## config.mk

```make
export PLATFORM = sky130hd
export DESIGN_NAME = fb_rect_fill
export DESIGN_NICKNAME = d
export VERILOG_FILES = /design/src/rtl/fb_pkg.sv /design/src/rtl/fb_addr_gen.sv /design/src/rtl/fb_rect_fill.sv
export SDC_FILE = /design/constraint.sdc
export NUM_CORES = 1
export LEC_CHECK = 0
export ABC_AREA = 1
export CAP_MARGIN = 10
export CORE_MARGIN = 3
export CORE_UTILIZATION = 60
export CTS_CLUSTER_SIZE = 28
export DETAILED_ROUTE_END_ITERATION = 16
export DONT_BUFFER_PORTS = 1
export GPL_TIMING_DRIVEN = 0
export PLACE_DENSITY_LB_ADDON = 0.15
export SETUP_SLACK_MARGIN = 0.5
export SLEW_MARGIN = 20
export SYNTH_ARGS = -nofsm -noshare
export SYNTH_HDL_FRONTEND = slang
export SYNTH_HIERARCHICAL = 1
export SYNTH_SLANG_ARGS = --single-unit
```

## constraint.sdc

```tcl
create_clock -name clk -period 3.9 [get_ports clk]
set_input_delay 0.585 -clock clk [delete_from_list [all_inputs] [get_ports clk]]
set_output_delay 0.585 -clock clk [all_outputs]
set_load 0.02 [all_outputs]
```

## src/rtl/fb_pkg.sv

```systemverilog
// fb_pkg: framebuffer geometry and pixel types shared by the rectangle
// fill engine and the LCD reader side.
//   H_RES, V_RES : framebuffer size in pixels
//   FB_DEPTH     : pixel count, one word per pixel in each byte RAM
//   ADDR_W       : framebuffer address width
//   rgb565_t     : 16-bit colour, r in the MSBs
//   fill_state_t : rectangle fill FSM states
package fb_pkg;

  localparam int H_RES    = 240;
  localparam int V_RES    = 135;
  localparam int FB_DEPTH = H_RES * V_RES;
  localparam int ADDR_W   = 15;

  typedef struct packed {
    logic [4:0] r;
    logic [5:0] g;
    logic [4:0] b;
  } rgb565_t;

  typedef enum logic [1:0] {
    IDLE,
    SETUP,
    FILL
  } fill_state_t;

endpackage

```

## src/rtl/fb_addr_gen.sv

```systemverilog
// fb_addr_gen: clips a rectangle to the framebuffer, then walks it row by
// row producing one pixel address per step.
//   clk, resetn  : clock, asynchronous active-low reset
//   load         : latch x/y and the clipped right/bottom ends
//   x, y, w, h   : rectangle origin and size from the command
//   setup        : compute row_base for the first row, present first address
//   step         : advance to the next pixel (never asserted on the last one)
//   ram_ad       : current pixel address (registered)
//   last         : current pixel is the bottom-right one
module fb_addr_gen #(
  parameter int H_RES  = fb_pkg::H_RES,
  parameter int V_RES  = fb_pkg::V_RES,
  parameter int ADDR_W = fb_pkg::ADDR_W
) (
  input  logic              clk,
  input  logic              resetn,
  input  logic              load,
  input  logic [7:0]        x,
  input  logic [7:0]        y,
  input  logic [7:0]        w,
  input  logic [7:0]        h,
  input  logic              setup,
  input  logic              step,
  output logic [ADDR_W-1:0] ram_ad,
  output logic              last
);

  localparam logic [8:0]        H_END  = 9'(H_RES);
  localparam logic [8:0]        V_END  = 9'(V_RES);
  localparam logic [9:0]        H_BITS = 10'(H_RES);
  localparam logic [ADDR_W-1:0] H_STEP = ADDR_W'(H_RES);

  logic [8:0]        x_sum, y_sum, x_end_clip, y_end_clip;
  logic [8:0]        x0, x_end, y_end, col, row;
  logic [ADDR_W-1:0] row_base;

  // row * H_RES without a multiplier: 240 = 256 - 16, other widths fall
  // back to a constant shift-and-add over the set bits of H_RES.
  // Intermediate wrap in ADDR_W bits is harmless since the result fits.
  function automatic logic [ADDR_W-1:0] row_offset(input logic [8:0] r);
    logic [ADDR_W-1:0] rr, acc;
    rr = ADDR_W'(r);
    if (H_RES == 240) begin
      acc = (rr << 8) - (rr << 4);
    end else begin
      acc = '0;
      for (int unsigned i = 0; i < 10; i++)
        if (H_BITS[i]) acc = acc + (rr << i);
    end
    return acc;
  endfunction

  always_comb begin
    x_sum      = {1'b0, x} + {1'b0, w};
    y_sum      = {1'b0, y} + {1'b0, h};
    x_end_clip = (x_sum > H_END) ? H_END : x_sum;
    y_end_clip = (y_sum > V_END) ? V_END : y_sum;
  end

  assign last = ((col + 9'd1) == x_end) && ((row + 9'd1) == y_end);

  always_ff @(posedge clk or negedge resetn) begin
    if (!resetn) begin
      x0       <= '0;
      x_end    <= '0;
      y_end    <= '0;
      col      <= '0;
      row      <= '0;
      row_base <= '0;
      ram_ad   <= '0;
    end else if (load) begin
      x0    <= {1'b0, x};
      col   <= {1'b0, x};
      row   <= {1'b0, y};
      x_end <= x_end_clip;
      y_end <= y_end_clip;
    end else if (setup) begin
      row_base <= row_offset(row);
      ram_ad   <= row_offset(row) + ADDR_W'(x0);
    end else if (step) begin
      if ((col + 9'd1) == x_end) begin
        col      <= x0;
        row      <= row + 9'd1;
        row_base <= row_base + H_STEP;
        ram_ad   <= row_base + H_STEP + ADDR_W'(x0);
      end else begin
        col    <= col + 9'd1;
        ram_ad <= ram_ad + ADDR_W'(1);
      end
    end
  end

endmodule

```

## src/rtl/fb_rect_fill.sv

```systemverilog
// fb_rect_fill: fills a clipped rectangle of the framebuffer with one
// RGB565 colour, one pixel write per clock into a pair of byte RAMs.
//   clk, resetn         : clock, asynchronous active-low reset
//   cmd_valid/cmd_ready : command handshake, ready only while idle
//   cmd_x, cmd_y        : top-left pixel
//   cmd_w, cmd_h        : size in pixels (clipped at the framebuffer edge)
//   cmd_color           : RGB565 fill colour
//   ram_ce, ram_wre     : write strobes to both byte RAMs
//   ram_ad              : pixel address y*H_RES+x
//   ram_din_msb/lsb     : colour bytes for the MSB/LSB RAMs
//   busy                : fill in progress
//   clip_err            : one-cycle pulse when a command is rejected
module fb_rect_fill #(
  parameter int H_RES  = fb_pkg::H_RES,
  parameter int V_RES  = fb_pkg::V_RES,
  parameter int ADDR_W = fb_pkg::ADDR_W
) (
  input  logic              clk,
  input  logic              resetn,
  input  logic              cmd_valid,
  output logic              cmd_ready,
  input  logic [7:0]        cmd_x,
  input  logic [7:0]        cmd_y,
  input  logic [7:0]        cmd_w,
  input  logic [7:0]        cmd_h,
  input  logic [15:0]       cmd_color,
  output logic              ram_ce,
  output logic              ram_wre,
  output logic [ADDR_W-1:0] ram_ad,
  output logic [7:0]        ram_din_msb,
  output logic [7:0]        ram_din_lsb,
  output logic              busy,
  output logic              clip_err
);

  import fb_pkg::*;

  localparam logic [8:0] H_END = 9'(H_RES);
  localparam logic [8:0] V_END = 9'(V_RES);

  fill_state_t state;
  rgb565_t     color_in;
  logic        accept, reject, wr_en, last;

  assign color_in = cmd_color;
  assign accept   = (state == IDLE) && cmd_ready && cmd_valid;
  assign reject   = (cmd_w == '0) || (cmd_h == '0) ||
                    ({1'b0, cmd_x} >= H_END) || ({1'b0, cmd_y} >= V_END);

  assign ram_ce  = wr_en;
  assign ram_wre = wr_en;

  fb_addr_gen #(
    .H_RES  (H_RES),
    .V_RES  (V_RES),
    .ADDR_W (ADDR_W)
  ) u_addr_gen (
    .clk    (clk),
    .resetn (resetn),
    .load   (accept && !reject),
    .x      (cmd_x),
    .y      (cmd_y),
    .w      (cmd_w),
    .h      (cmd_h),
    .setup  (state == SETUP),
    .step   ((state == FILL) && !last),
    .ram_ad (ram_ad),
    .last   (last)
  );

  // A rejected command stays in IDLE but drops cmd_ready for the clip_err
  // cycle; IDLE with cmd_ready low always re-raises it on the next edge,
  // which also gives the one-cycle ready delay after reset release.
  always_ff @(posedge clk or negedge resetn) begin
    if (!resetn) begin
      state       <= IDLE;
      cmd_ready   <= 1'b0;
      busy        <= 1'b0;
      clip_err    <= 1'b0;
      wr_en       <= 1'b0;
      ram_din_msb <= '0;
      ram_din_lsb <= '0;
    end else begin
      clip_err <= 1'b0;
      unique case (state)
        IDLE: begin
          if (accept) begin
            cmd_ready <= 1'b0;
            if (reject) begin
              clip_err <= 1'b1;
            end else begin
              state       <= SETUP;
              busy        <= 1'b1;
              ram_din_msb <= {color_in.r, color_in.g[5:3]};
              ram_din_lsb <= {color_in.g[2:0], color_in.b};
            end
          end else begin
            cmd_ready <= 1'b1;
          end
        end
        SETUP: begin
          state <= FILL;
          wr_en <= 1'b1;
        end
        FILL: begin
          if (last) begin
            state     <= IDLE;
            wr_en     <= 1'b0;
            busy      <= 1'b0;
            cmd_ready <= 1'b1;
          end
        end
        default: state <= IDLE;
      endcase
    end
  end

endmodule

```

==> metrics.yaml <==
critical_path:
  reg2reg_from: "u_addr_gen/col[1]"
  cpPeakStageDelay_ps: 420
  critical-path-slowest-cell: "dfrtp_1"
  cp_num_buf_inv: 2
  rrSetupSlack_ps: 690
  worstPathRequired_ps: 4170
  arrival_ps: 3490
  start_kind: "register"
  cp_top_family: "simple AND/OR/NAND/NOR gates"
  crit_fanout: 10
  end_kind: "register"
  crit_chain: "ha_1 > or2_1 > nand3_1 > nand3_1 > nor2_1 > nand4_1 > nor2_2 > nand2_1 > nor3_4 > nor2_2 > a21oi_2 > inv_1 > nand2_4 > buf_6 > nand2_1 > o21ai_1"
  critPathKind: "reg2reg"
  r2r-end: "u_addr_gen/row[8]"
  r2r_cells: 16
die:
  start_util_pct: 63.2
  boundaryPins: 87
  dieArea_sq_um: 13100
  rows: 38
  fp.dieW_microns: 114
  core_sq_um: 11200
  die_h_microns: 114
timing:
  final.min_clock_period_ps: 3210
  setup_violations: 0
  hold_viol: 0
  maxSlewViolCount: 0
  finalClockSkew_ps: 7.78
  worstMarginPinSlew_ps: 555
  finalCritPeriodShare_pct: 82.3
  max_freq_ghz: 0.311
  setup_tns_ps: 0
  hold_slack_ps: 148
  setup_ws_ps: 689
  max-slew-margin-rel_pct: 63.0
  grt_setup_unrepaired: "true"
global_routing:
  grt_pass1_vias: 6395
  grt_first_pass_wirelength_mm: 29.3
  grt-ovfl-total: 0
  grt_max_degree: 93
  track_usage_pct: 27.5
  antenna_found_initial: 0
power:
  power_leakage_uw: 0.00394
  peakVddDrop_mv: 0.487
  powerDensity_nw_per_um2: 833
synth:
  mappedNetlistArea_sq_um: 7060
  synth_warnings: 6
  syn-instance-count: 1030
  syn_area_per_cell_sq_um: 6.86
  synth_area_leaders: "dfrtp_1, nand2_1, inv_1"
  yosys.area.top_type_share_pct: 32.6
  async_flop_share_pct: 100
  yosysSeqAreaShare_pct: 32.6
  ys_ff_latch: 92
  syn_nets: 1118
  synth_ff_type: "dfrtp_1"
  synth_cell_type_count: 40
  synth_edf_count: 0
  synth_top_area_cell: "dfrtp_1"
clock_tree:
  cts_tree: "yes"
  numClockSinks: 92
  cts_max_level: 3
  numCtsBuffers: 9
  cts_root_buf: "clkbuf_16"
  insertion_delay_ps: 350
  clk_path_buf_depth: 2
  clkTransAtPathRegs_ps: 70
drt:
  drc: 0
  ant_nets: 0
  vias: 6638
  wl_mm: 17.3
  viasPerCell: 5.58
  wire_per_inst_microns: 14.6
  drt_iter0_drc: 490
  drt_first_pass_iters: 5
outcome:
  outcome: "complete, no violations"
placed_design:
  port_buffers: 0
  place_ws_ps: -58.8
  gp_congestion: 0.902
  post-dp-hpwl_mm: 13.1
run:
  cap_violations: 0
final_layout:
  drive_gt1_share_pct: 7.72
  area_delta_synth_final_pct: 8.33
  diodes: 0
  nets: 1133
  final_util_pct: 68.5
hold_path:
  min_path_type: "in2async"
[logic make-up after synthesis]
| kind of cell | share of synthesized area (%) |
|---|---|
| AND/OR/NAND/NOR | 36.4 |
| buffers and inverters | 8.64 |
| AO/OA/AOI/OAI | 10.2 |
| flip-flops | 32.6 |
| XOR/XNOR | 5.33 |
| adder cells (fa/ha/maj) | 6.87 |
[metrics by stage]
stage                     std cells  power (uW)  instance area (sq um)
after global placement         1170        5230                   7240
final                          1189        6380                   7650
after floorplan                1030        4550                   7060
after detailed placement       1170        5290                   7240
after global routing           1189        7000                   7650
after CTS                      1186        6270                   7580
[cell usage in the layout (no fill, tap or decap), types with 2 or more instances in the layout]
cell type | Yosys | layout
nand2_4 | 6 | 6
o21ai_0 | 54 | 53
inv_8 | 0 | 2
buf_6 | 3 | 3
xor2_1 | 27 | 27
nor2_1 | 93 | 90
inv_1 | 120 | 120
nand2_1 | 323 | 323
nor2_4 | 3 | 3
clkbuf_1 | 13 | 10
o22ai_1 | 4 | 4
nand4_1 | 40 | 40
clkbuf_2 | 0 | 2
a21oi_2 | 8 | 9
fa_1 | 3 | 3
xnor2_1 | 16 | 16
or2_2 | 3 | 3
nand2_2 | 3 | 3
ha_1 | 34 | 33
clkbuf_16 | 0 | 9
a21oi_1 | 45 | 44
nor3_2 | 0 | 2
buf_4 | 2 | 5
nand3b_1 | 9 | 9
o21bai_1 | 3 | 3
nor3_1 | 5 | 2
o21ai_1 | 14 | 14
nand3_4 | 2 | 2
inv_2 | 5 | 5
inv_6 | 1 | 3
nand3_1 | 78 | 78
buf_2 | 7 | 7
dfrtp_1 | 92 | 91
nor2_2 | 4 | 7
[power breakdown]
part | total [uW] | internal [uW] | leakage, uW | switching [uW]
sequential | 1970 | 1370 | 0.00108 | 599
combinational | 3490 | 1280 | 0.00272 | 2220
clock | 915 | 508 | 0.000146 | 408
total | 6380 | 3150 | 0.00394 | 3220
[synth_stat cells (5+ instances only)]
cell type and n:
nand2_4 6, nor2_1 93, o21ai_0 54, ha_1 34, o21ai_1 14, a21oi_1 45, nand4_1 40, nand3b_1 9
dfrtp_1 92, nor3_1 5, a21oi_2 8, inv_2 5, buf_2 7, xor2_1 27, inv_1 120, xnor2_1 16
nand3_1 78, clkbuf_1 13, nand2_1 323
[layer usage]
| metal | vias to the layer above | track usage, % | part of all wire, % |
|---|---|---|---|
| li1 | 3361 | - | - |
| met1 | 3001 | 36.1 | 46 |
| met2 | 247 | 44.6 | 45 |
| met3 | 29 | 6.71 | 7.2 |
| met4 | 0 | 8.79 | 1.9 |
| met5 | - | 0 | 0 |
[flip-flops by register name, indices dropped and copies added (netlist names)]
| signal | flops |
|---|---|
| u_addr_gen/col | 9 |
| busy | 1 |
| ram_ce | 1 |
| ram_din_lsb | 8 |
| cmd_ready | 1 |
| u_addr_gen/ram_ad | 15 |
| u_addr_gen/row_base | 11 |
| u_addr_gen/x0 | 8 |
| u_addr_gen/y_end | 9 |
| u_addr_gen/row | 9 |
| clip_err | 1 |
| ram_din_msb | 8 |
| state | 2 |
| u_addr_gen/x_end | 9 |
[cell type report]
type / count / area, sq um
plain buffers: 25 / 135
clock buffers: 9 / 225
clock inverters: 6 / 77.6
fillers: 993 / 3520
inverters: 126 / 478
multi-input cells: 787 / 4210
flip-flops and latches: 92 / 2300
well taps: 140 / 175
repair buffers: 4 / 50.0
[worst max-delay path by stage]
stage | startpoint | end | slack, ps | depth (start not counted)
finish | u_addr_gen/col[1] | u_addr_gen/row[8] | 690 | 16
global route | u_addr_gen/col[1] | u_addr_gen/row[8] | 440 | 18
CTS | u_addr_gen/row[0] | u_addr_gen/ram_ad[1] | 550 | 13
detailed placement | u_addr_gen/row[0] | u_addr_gen/ram_ad[14] | -60 | 17
global placement | u_addr_gen/row[0] | u_addr_gen/ram_ad[14] | -50 | 17
floorplan | u_addr_gen/row[0] | u_addr_gen/ram_ad[14] | 970 | 17
[worst register-to-register path, stage by stage (launching register included)]
cell and delay, ps:
dfrtp_1 420, ha_1 260, or2_1 260, nand3_1 70
nand3_1 130, nor2_1 130, nand4_1 100, nor2_2 210
nand2_1 190, nor3_4 270, nor2_2 120, a21oi_2 260
inv_1 230, nand2_4 190, buf_6 190, nand2_1 60
o21ai_1 70
[timing repair]
| action | in CTS | in global routing |
|---|---|---|
| hold endpoints to repair | 92 | 0 |
| gates cloned | 0 | 0 |
| setup endpoints to repair | 44 | 43 |
| buffers inserted | 0 | 3 |
| resized for setup | 6 | 13 |
| hold buffers | 1 | 0 |
| pin swaps | 0 | 1 |
(Power assumes the default switching activity.)
